==> src/rtl/audio_stream_vol_bridge_if.sv <==
// Frame stream bundle between the HPS FIFO side and the codec side.
// slave: bridge view (sinks in_*, drives out_*); master: opposite.
interface audio_stream_vol_bridge_if #(
    parameter int CHANNELS = 2,
    parameter int SAMPLE_W = 16
);
    localparam int FW = CHANNELS * SAMPLE_W;

    logic          in_valid;
    logic [FW-1:0] in_data;
    logic          in_ready;
    logic          out_valid;
    logic [FW-1:0] out_data;

    modport slave (
        input  in_valid,
        input  in_data,
        output in_ready,
        output out_valid,
        output out_data
    );

    modport master (
        output in_valid,
        output in_data,
        input  in_ready,
        input  out_valid,
        input  out_data
    );
endinterface

==> src/rtl/audio_stream_vol_bridge.sv <==
// Frame FIFO that primes, then replays frames on sample_tick with
// per-channel saturating volume and a saturating underrun counter.
// Ports: clk_clk/reset_reset_n; st (in_valid/in_data/in_ready,
// out_valid/out_data); play; vol/vol_set/vol_flag; sample_tick;
// level (frames stored); underrun_cnt.
module audio_stream_vol_bridge #(
    parameter int CHANNELS = 2,
    parameter int SAMPLE_W = 16,
    parameter int DEPTH    = 64,
    parameter int VOL_W    = 7
) (
    input  logic                      clk_clk,
    input  logic                      reset_reset_n,
    audio_stream_vol_bridge_if.slave  st,
    input  logic                      play,
    input  logic [CHANNELS*VOL_W-1:0] vol,
    input  logic                      vol_set,
    output logic                      vol_flag,
    input  logic                      sample_tick,
    output logic [$clog2(DEPTH):0]    level,
    output logic [15:0]               underrun_cnt
);
    localparam int FW = CHANNELS * SAMPLE_W;
    localparam int VW = CHANNELS * VOL_W;
    localparam int AW = $clog2(DEPTH);
    localparam int LW = AW + 1;
    localparam int PW = SAMPLE_W + VOL_W + 1;

    localparam logic [VOL_W-1:0] UNITY =
        {1'b1, {(VOL_W-1){1'b0}}};
    localparam logic [LW-1:0] HALF = LW'(DEPTH / 2);
    localparam logic [LW-1:0] FULL = LW'(DEPTH);

    typedef enum logic [1:0] {
        IDLE,
        PRIME,
        RUN
    } state_t;

    state_t state_q;
    state_t state_d;

    logic [FW-1:0] mem [DEPTH];
    logic [AW-1:0] wr_ptr;
    logic [AW-1:0] rd_ptr;
    logic [LW-1:0] cnt;

    logic full;
    logic empty;
    logic push;
    logic pop;
    logic flush;
    logic busy;
    logic tick_acc;
    logic copy;

    logic [VW-1:0] vol_act;
    logic [VW-1:0] vol_pend;
    logic          pend_v;

    logic          s1_v;
    logic [FW-1:0] s1_data;
    logic [VW-1:0] s1_vol;
    logic [FW-1:0] scaled;
    logic          out_v;
    logic [FW-1:0] out_q;

    assign full  = (cnt == FULL);
    assign empty = (cnt == '0);

    assign st.in_ready = (state_q != IDLE) & ~full;
    assign push        = st.in_valid & st.in_ready;

    // A tick is only honoured once the previous frame has left
    // both pipeline stages.
    assign busy     = s1_v | out_v;
    assign tick_acc = sample_tick & ~busy & (state_q == RUN);
    assign pop      = tick_acc & ~empty;
    assign flush    = ~play | (state_q == IDLE);

    // A vol_set landing on the boundary defers the copy so the
    // newest request is never overtaken by an older one.
    assign copy = pend_v & ~vol_set &
                  ((state_q != RUN) | tick_acc);

    assign vol_flag     = copy;
    assign level        = cnt;
    assign st.out_valid = out_v;
    assign st.out_data  = out_q;

    always_comb begin
        state_d = state_q;
        unique case (state_q)
            IDLE: begin
                if (play) state_d = PRIME;
            end
            PRIME: begin
                if (!play)            state_d = IDLE;
                else if (cnt >= HALF) state_d = RUN;
            end
            RUN: begin
                if (!play)                 state_d = IDLE;
                else if (tick_acc & empty) state_d = PRIME;
            end
            default: state_d = IDLE;
        endcase
    end

    always_ff @(posedge clk_clk or negedge reset_reset_n) begin
        if (!reset_reset_n) state_q <= IDLE;
        else                state_q <= state_d;
    end

    always_ff @(posedge clk_clk) begin
        if (push) mem[wr_ptr] <= st.in_data;
    end

    always_ff @(posedge clk_clk or negedge reset_reset_n) begin
        if (!reset_reset_n) begin
            wr_ptr <= '0;
            rd_ptr <= '0;
            cnt    <= '0;
        end else if (flush) begin
            wr_ptr <= '0;
            rd_ptr <= '0;
            cnt    <= '0;
        end else begin
            if (push) wr_ptr <= wr_ptr + 1'b1;
            if (pop)  rd_ptr <= rd_ptr + 1'b1;
            cnt <= cnt + LW'(push) - LW'(pop);
        end
    end

    always_ff @(posedge clk_clk or negedge reset_reset_n) begin
        if (!reset_reset_n) begin
            vol_act  <= {CHANNELS{UNITY}};
            vol_pend <= {CHANNELS{UNITY}};
            pend_v   <= 1'b0;
        end else if (vol_set) begin
            vol_pend <= vol;
            pend_v   <= 1'b1;
        end else if (copy) begin
            vol_act <= vol_pend;
            pend_v  <= 1'b0;
        end
    end

    // Stage 1: latch the frame (zero on underrun) and its gain.
    always_ff @(posedge clk_clk or negedge reset_reset_n) begin
        if (!reset_reset_n) begin
            s1_v    <= 1'b0;
            s1_data <= '0;
            s1_vol  <= {CHANNELS{UNITY}};
        end else begin
            s1_v <= tick_acc;
            if (tick_acc) begin
                s1_data <= pop ? mem[rd_ptr] : '0;
                s1_vol  <= copy ? vol_pend : vol_act;
            end
        end
    end

    for (genvar c = 0; c < CHANNELS; c++) begin : g_ch
        localparam logic signed [PW-1:0] SMAX =
            {{(PW-SAMPLE_W+1){1'b0}}, {(SAMPLE_W-1){1'b1}}};
        localparam logic signed [PW-1:0] SMIN =
            {{(PW-SAMPLE_W+1){1'b1}}, {(SAMPLE_W-1){1'b0}}};

        logic signed [SAMPLE_W-1:0] smp;
        logic signed [VOL_W:0]      gain;
        logic signed [PW-1:0]       prod;
        logic signed [PW-1:0]       shr;
        logic        [SAMPLE_W-1:0] sat;

        assign smp  = s1_data[c*SAMPLE_W +: SAMPLE_W];
        assign gain = {1'b0, s1_vol[c*VOL_W +: VOL_W]};
        assign prod = PW'(smp) * PW'(gain);
        assign shr  = prod >>> (VOL_W - 1);

        always_comb begin
            sat = shr[SAMPLE_W-1:0];
            if (shr > SMAX)      sat = SMAX[SAMPLE_W-1:0];
            else if (shr < SMIN) sat = SMIN[SAMPLE_W-1:0];
        end

        assign scaled[c*SAMPLE_W +: SAMPLE_W] = sat;
    end

    // Stage 2: register the saturated result and strobe it out.
    always_ff @(posedge clk_clk or negedge reset_reset_n) begin
        if (!reset_reset_n) begin
            out_v <= 1'b0;
            out_q <= '0;
        end else begin
            out_v <= s1_v;
            if (s1_v) out_q <= scaled;
        end
    end

    always_ff @(posedge clk_clk or negedge reset_reset_n) begin
        if (!reset_reset_n) begin
            underrun_cnt <= '0;
        end else if (tick_acc & empty &
                     (underrun_cnt != 16'hFFFF)) begin
            underrun_cnt <= underrun_cnt + 16'd1;
        end
    end
endmodule

==> src/flat_wrapper.sv <==
// flat-port wrapper written by rule: the top's interface ports become plain ports
module audio_stream_vol_bridge_flat 
#(
    parameter int CHANNELS = 2,
    parameter int SAMPLE_W = 16,
    parameter int DEPTH    = 64,
    parameter int VOL_W    = 7
)
  (clk_clk, reset_reset_n, play, vol, vol_set, vol_flag, sample_tick, level, underrun_cnt, st_in_valid, st_in_data, st_in_ready, st_out_valid, st_out_data);
  audio_stream_vol_bridge_if #(.CHANNELS(CHANNELS), .SAMPLE_W(SAMPLE_W)) st_i ();
  input  logic clk_clk;
  input  logic reset_reset_n;
  input  logic play;
  input  logic [CHANNELS*VOL_W-1:0] vol;
  input  logic vol_set;
  output logic vol_flag;
  input  logic sample_tick;
  output logic [$clog2(DEPTH):0] level;
  output logic [15:0] underrun_cnt;
  input wire logic [$bits(st_i.in_valid)-1:0] st_in_valid;
  input wire logic [$bits(st_i.in_data)-1:0] st_in_data;
  output wire logic [$bits(st_i.in_ready)-1:0] st_in_ready;
  output wire logic [$bits(st_i.out_valid)-1:0] st_out_valid;
  output wire logic [$bits(st_i.out_data)-1:0] st_out_data;
  assign st_i.in_valid = st_in_valid;
  assign st_i.in_data = st_in_data;
  assign st_in_ready = st_i.in_ready;
  assign st_out_valid = st_i.out_valid;
  assign st_out_data = st_i.out_data;
  audio_stream_vol_bridge #(.CHANNELS(CHANNELS), .SAMPLE_W(SAMPLE_W), .DEPTH(DEPTH), .VOL_W(VOL_W)) u_core (.clk_clk(clk_clk), .reset_reset_n(reset_reset_n), .st(st_i), .play(play), .vol(vol), .vol_set(vol_set), .vol_flag(vol_flag), .sample_tick(sample_tick), .level(level), .underrun_cnt(underrun_cnt));
endmodule
==> config.mk <==
export PLATFORM = sky130hd
export DESIGN_NAME = audio_stream_vol_bridge_flat
export DESIGN_NICKNAME = d
export VERILOG_FILES = /design/src/rtl/audio_stream_vol_bridge_if.sv /design/src/rtl/audio_stream_vol_bridge.sv /design/src/flat_wrapper.sv
export SDC_FILE = /design/constraint.sdc
export NUM_CORES = 2
export LEC_CHECK = 0
export ABC_CLOCK_PERIOD_IN_PS = 7100
export CORE_MARGIN = 1.5
export CORE_UTILIZATION = 50
export CTS_CLUSTER_SIZE = 16
export DETAILED_ROUTE_END_ITERATION = 12
export PLACE_DENSITY = 0.66
export SKIP_LAST_GASP = 1
export SLEW_MARGIN = 20
export SYNTH_ARGS = -nofsm -noshare
export SYNTH_HDL_FRONTEND = slang
export SYNTH_SLANG_ARGS = --single-unit
==> constraint.sdc <==
create_clock -name clk_clk -period 7.1 [get_ports clk_clk]
set_input_delay 1.065 -clock clk_clk [delete_from_list [all_inputs] [get_ports clk_clk]]
set_output_delay 1.065 -clock clk_clk [all_outputs]
set_load 0.01 [all_outputs]
==> flow_summary.ini <==
[status]
status = finished, final reports clean

[clocking]
clock_latency_ps = 860
holdBufCountCts = 0
h-tree-depth = 4
postCtsSetupBuffers = 0
root_buffer = clkbuf_16
cts_tree = built
post_cts_resized = 0
cts_made_buffers = 213
cts.clk_slew.worst_paths_ps = 60
clock-sinks = 2194
cts_buffer_depth = 3

[global_routing]
grt_pass1_wl_um = 303000
grtUsageTotal = 0.224
grt_max_degree = 124
antenna_found_initial = 18
overflow = 0
grt_pass1_vias = 44245

[setup_path]
cpMaxStageDelayCell = o2111ai_1
worstSetupPathType = reg2reg
path_cells = and2_1 > fa_1 > fa_1 > inv_1 > fa_1 > fa_1 > inv_1 > ha_1 > a211oi_1 > o21a_1 > o21a_1 > o311ai_1 > a31oi_1 > nand2b_1 > o2111ai_1 > o221ai_1
cp-end-kind = flip-flop
crit_top_cell = fa_1
required_ps = 7720
critPathMaxStageDelay_ps = 840
critPathArrivalTime_ps = 6430
cp_max_fo = 17
startpoint_type = flip-flop

[place]
dpl.hpwl_um = 121000
gp_congestion = 0.814
io_buffers = 109
placement.setup.worst_slack_ps = 1330

[power_and_ir_drop]
cellInternalPower_mw = 20.8
sw_frac_of_total = 0.208
p_comb_frac = 0.024
power_density_nw_per_um2 = 254
p_switching_mw = 5.45
p_seq_frac = 0.549
leakage_nw = 33.8
pwr-share-clk = 0.426
irDropWorstVdd_uv = 236

[timing]
fin_setup_tns_ps = 0
finalSetupViolCount = 0
hold_violations = 0
clock_skew_ps = 49.3
fin_crit_ps = 5810
rsz0062_at_grt = false
slew_viol_final = 0
fmax_ghz = 0.172
fin_ws_ps = 1290
tightest_slew_ps = 1190
slew_headroom = 0.203
finalCritPeriodShare = 0.818

[routing]
firstDrtPassIters = 5
ant_nets = 0
viasPerCell = 6.01
drtIter0Drc = 4551
wl_per_cell_um = 28.5
vias = 43344
drc = 0
drt_wl_total_um = 205000

[synth]
synth-main-ff-cell = edfxtp_1
avgSynthCellArea_sq_um = 20.7
synth_largest_area_cell = edfxtp_1
ys_top_cells_by_area = edfxtp_1 (67%), mux4_2 (17%), dfrtp_1 (3.8%), fa_1 (3.7%), ha_1 (1.4%)
synth_top_area_frac = 0.671
syn_inst = 4433
ys_seq_area_frac = 0.711
synth_edf_count = 2048
yosysWarningCount = 0
syn-num-nets = 4762
syn-cell-area_sq_um = 91700
ys_async_sr_fraction = 0.0665
ys_seq_elements = 2194
yosysUniqueCellTypes = 60

[finish]
synthToLayoutAreaGrowth_pct = 12.6
fillers = 13342
final_nets = 4983
drive_gt1_frac = 0.250

[floorplan]
die_area_sq_um = 186000
floorplan.initialDensity = 0.505
core_area_sq_um = 182000
die_width_um = 431
row_count = 156
ios = 110
dieHeight_um = 431

[min_path]
hold_path.class = in2async

[job]
drv_cap = 0
stage by stage:
| stage | util | instance area, sq um | hold slack [ps] | instances | total power [mW] |
|---|---|---|---|---|---|
| final | 0.569 | 103000 | 274 | 7210 | 26.3 |
| after global routing | 0.569 | 103000 | 306 | 7209 | 27.0 |
| after CTS | 0.568 | 103000 | 245 | 7205 | 26.4 |
| after detailed placement | 0.530 | 96200 | 459 | 6807 | 15.3 |
| after global placement | 0.530 | 96200 | 452 | 6807 | 15.3 |
| after floorplan | - | 91700 | 441 | 4433 | 14.9 |
power groups by stage:
stage          Combinational (mW)  Sequential (mW)  Clock [mW]
2_1_floorplan               0.306             14.6           0
3_3_place_gp                0.625             14.7           0
3_5_place_dp                0.642             14.7           0
4_1_cts                     0.643             14.4        11.4
5_1_grt                     0.712             14.4        11.8
6_report                    0.641             14.4        11.2
flip-flops by register name (all words and copies together), names as in the netlist:
| register | flops |
|---|---|
| u_core.mem | 2048 |
| u_core.s1_data | 32 |
| u_core.st.out_data | 32 |
| u_core.underrun_cnt | 16 |
| u_core.s1_vol | 14 |
| u_core.vol_act | 14 |
| u_core.vol_pend | 14 |
| u_core.level | 7 |
| u_core.rd_ptr | 6 |
| u_core.wr_ptr | 6 |
| u_core.state_q | 2 |
| u_core.pend_v | 1 |
| u_core.s1_v | 1 |
| u_core.st.out_valid | 1 |
metal layers:
metal  global-route usage  share of wire
met1                0.327           0.42
met2                0.361           0.49
met3               0.0363          0.072
met4               0.0463          0.015
met5                    0       0.000063
kinds of logic (layout without fill, tap and decap cells):
family / count (synthesis) / in the layout / synth area share
multiplexers: 689 / 689 / 0.167
other: 0 / 3 / 0
adder cells (fa/ha/maj): 277 / 277 / 0.0518
buffers and inverters: 467 / 871 / 0.0199
flip-flops: 2194 / 2194 / 0.711
XOR/XNOR: 69 / 69 / 0.00659
AND/OR/NAND/NOR: 547 / 547 / 0.0295
AO/OA/AOI/OAI: 190 / 190 / 0.0145
Yosys cell counts (all sizes together) (5+ instances only):
cell type	n
o21bai	7
xnor2	41
nand3b	6
ha	106
clkbuf	118
o221ai	8
buf	87
o2bb2ai	6
o211ai	8
and2	183
a22oi	8
o21a	12
nand3	13
dfstp	6
mux2	16
dfrtp	140
mux4	672
nand2	176
a22o	32
nand4	16
fa	171
inv	262
o21ai	16
nor2	115
a31oi	5
nor3	5
a21o	13
a21oi	52
and3	9
xor2	28
edfxtp	2048
cell usage in the layout (no fill, tap or decap), types with 7 or more instances in the layout:
cell type,n
nor2_1,52
xor2_1,28
buf_12,13
o21ai_0,13
and2_1,183
mux2_2,16
clkdlybuf4s50_1,76
clkinv_1,44
nand2_1,176
clkinv_2,37
a22o_1,32
a21o_1,13
o21bai_1,7
nand3_1,13
a21oi_1,51
o211ai_1,8
buf_4,114
o21a_1,12
and3_1,9
clkbuf_16,216
clkbuf_1,53
a22oi_1,8
bufinv_16,19
mux4_2,672
nand4_1,16
ha_1,106
dfrtp_1,134
nor2_4,63
fa_1,171
edfxtp_1,2048
xnor2_1,41
inv_1,259
o221ai_1,8
final cells by class:
| class | instances | area, sq um | share of cell area |
|---|---|---|---|
| Clock buffer | 273 | 5660 | 0.0548 |
| Sequential cell | 2194 | 65200 | 0.631 |
| Tap cell | 2370 | 2970 | 0.0287 |
| Timing Repair Buffer | 211 | 1950 | 0.0189 |
| Clock inverter | 125 | 1290 | 0.0125 |
| Antenna cell | 3 | 7.51 | 0.0000727 |
| Inverter | 262 | 983 | 0.00953 |
| Multi-Input combinational cell | 1772 | 25200 | 0.244 |
worst max-delay path: cells and delay by family (launching register included):
| family | cells | cell delay [ps] |
|---|---|---|
| compound gates | 7 | 2330 |
| simple gates | 2 | 350 |
| buf+inv | 2 | 100 |
| flops | 1 | 580 |
| fa+ha+maj | 5 | 2240 |
path summary, 6_finish.rpt:
| check | start | end | slack [ps] | cells past startpoint |
|---|---|---|---|---|
| setup / recovery | u_core.s1_vol[9] | u_core.st.out_data[16] | 1290 | 16 |
| hold / removal | reset_reset_n | u_core.vol_pend[7] | 270 | 1 |
| setup reg to reg | u_core.s1_vol[9] | u_core.st.out_data[16] | 1290 | 16 |
| hold reg to reg | u_core.vol_act[13] | u_core.vol_act[13] | 470 | 2 |
| max in group asynchronous | reset_reset_n | u_core.rd_ptr[2] | 5340 | 2 |
| min in group clk_clk | u_core.vol_act[13] | u_core.vol_act[13] | 470 | 2 |
Note: power is estimated with default switching activity, not from simulation.
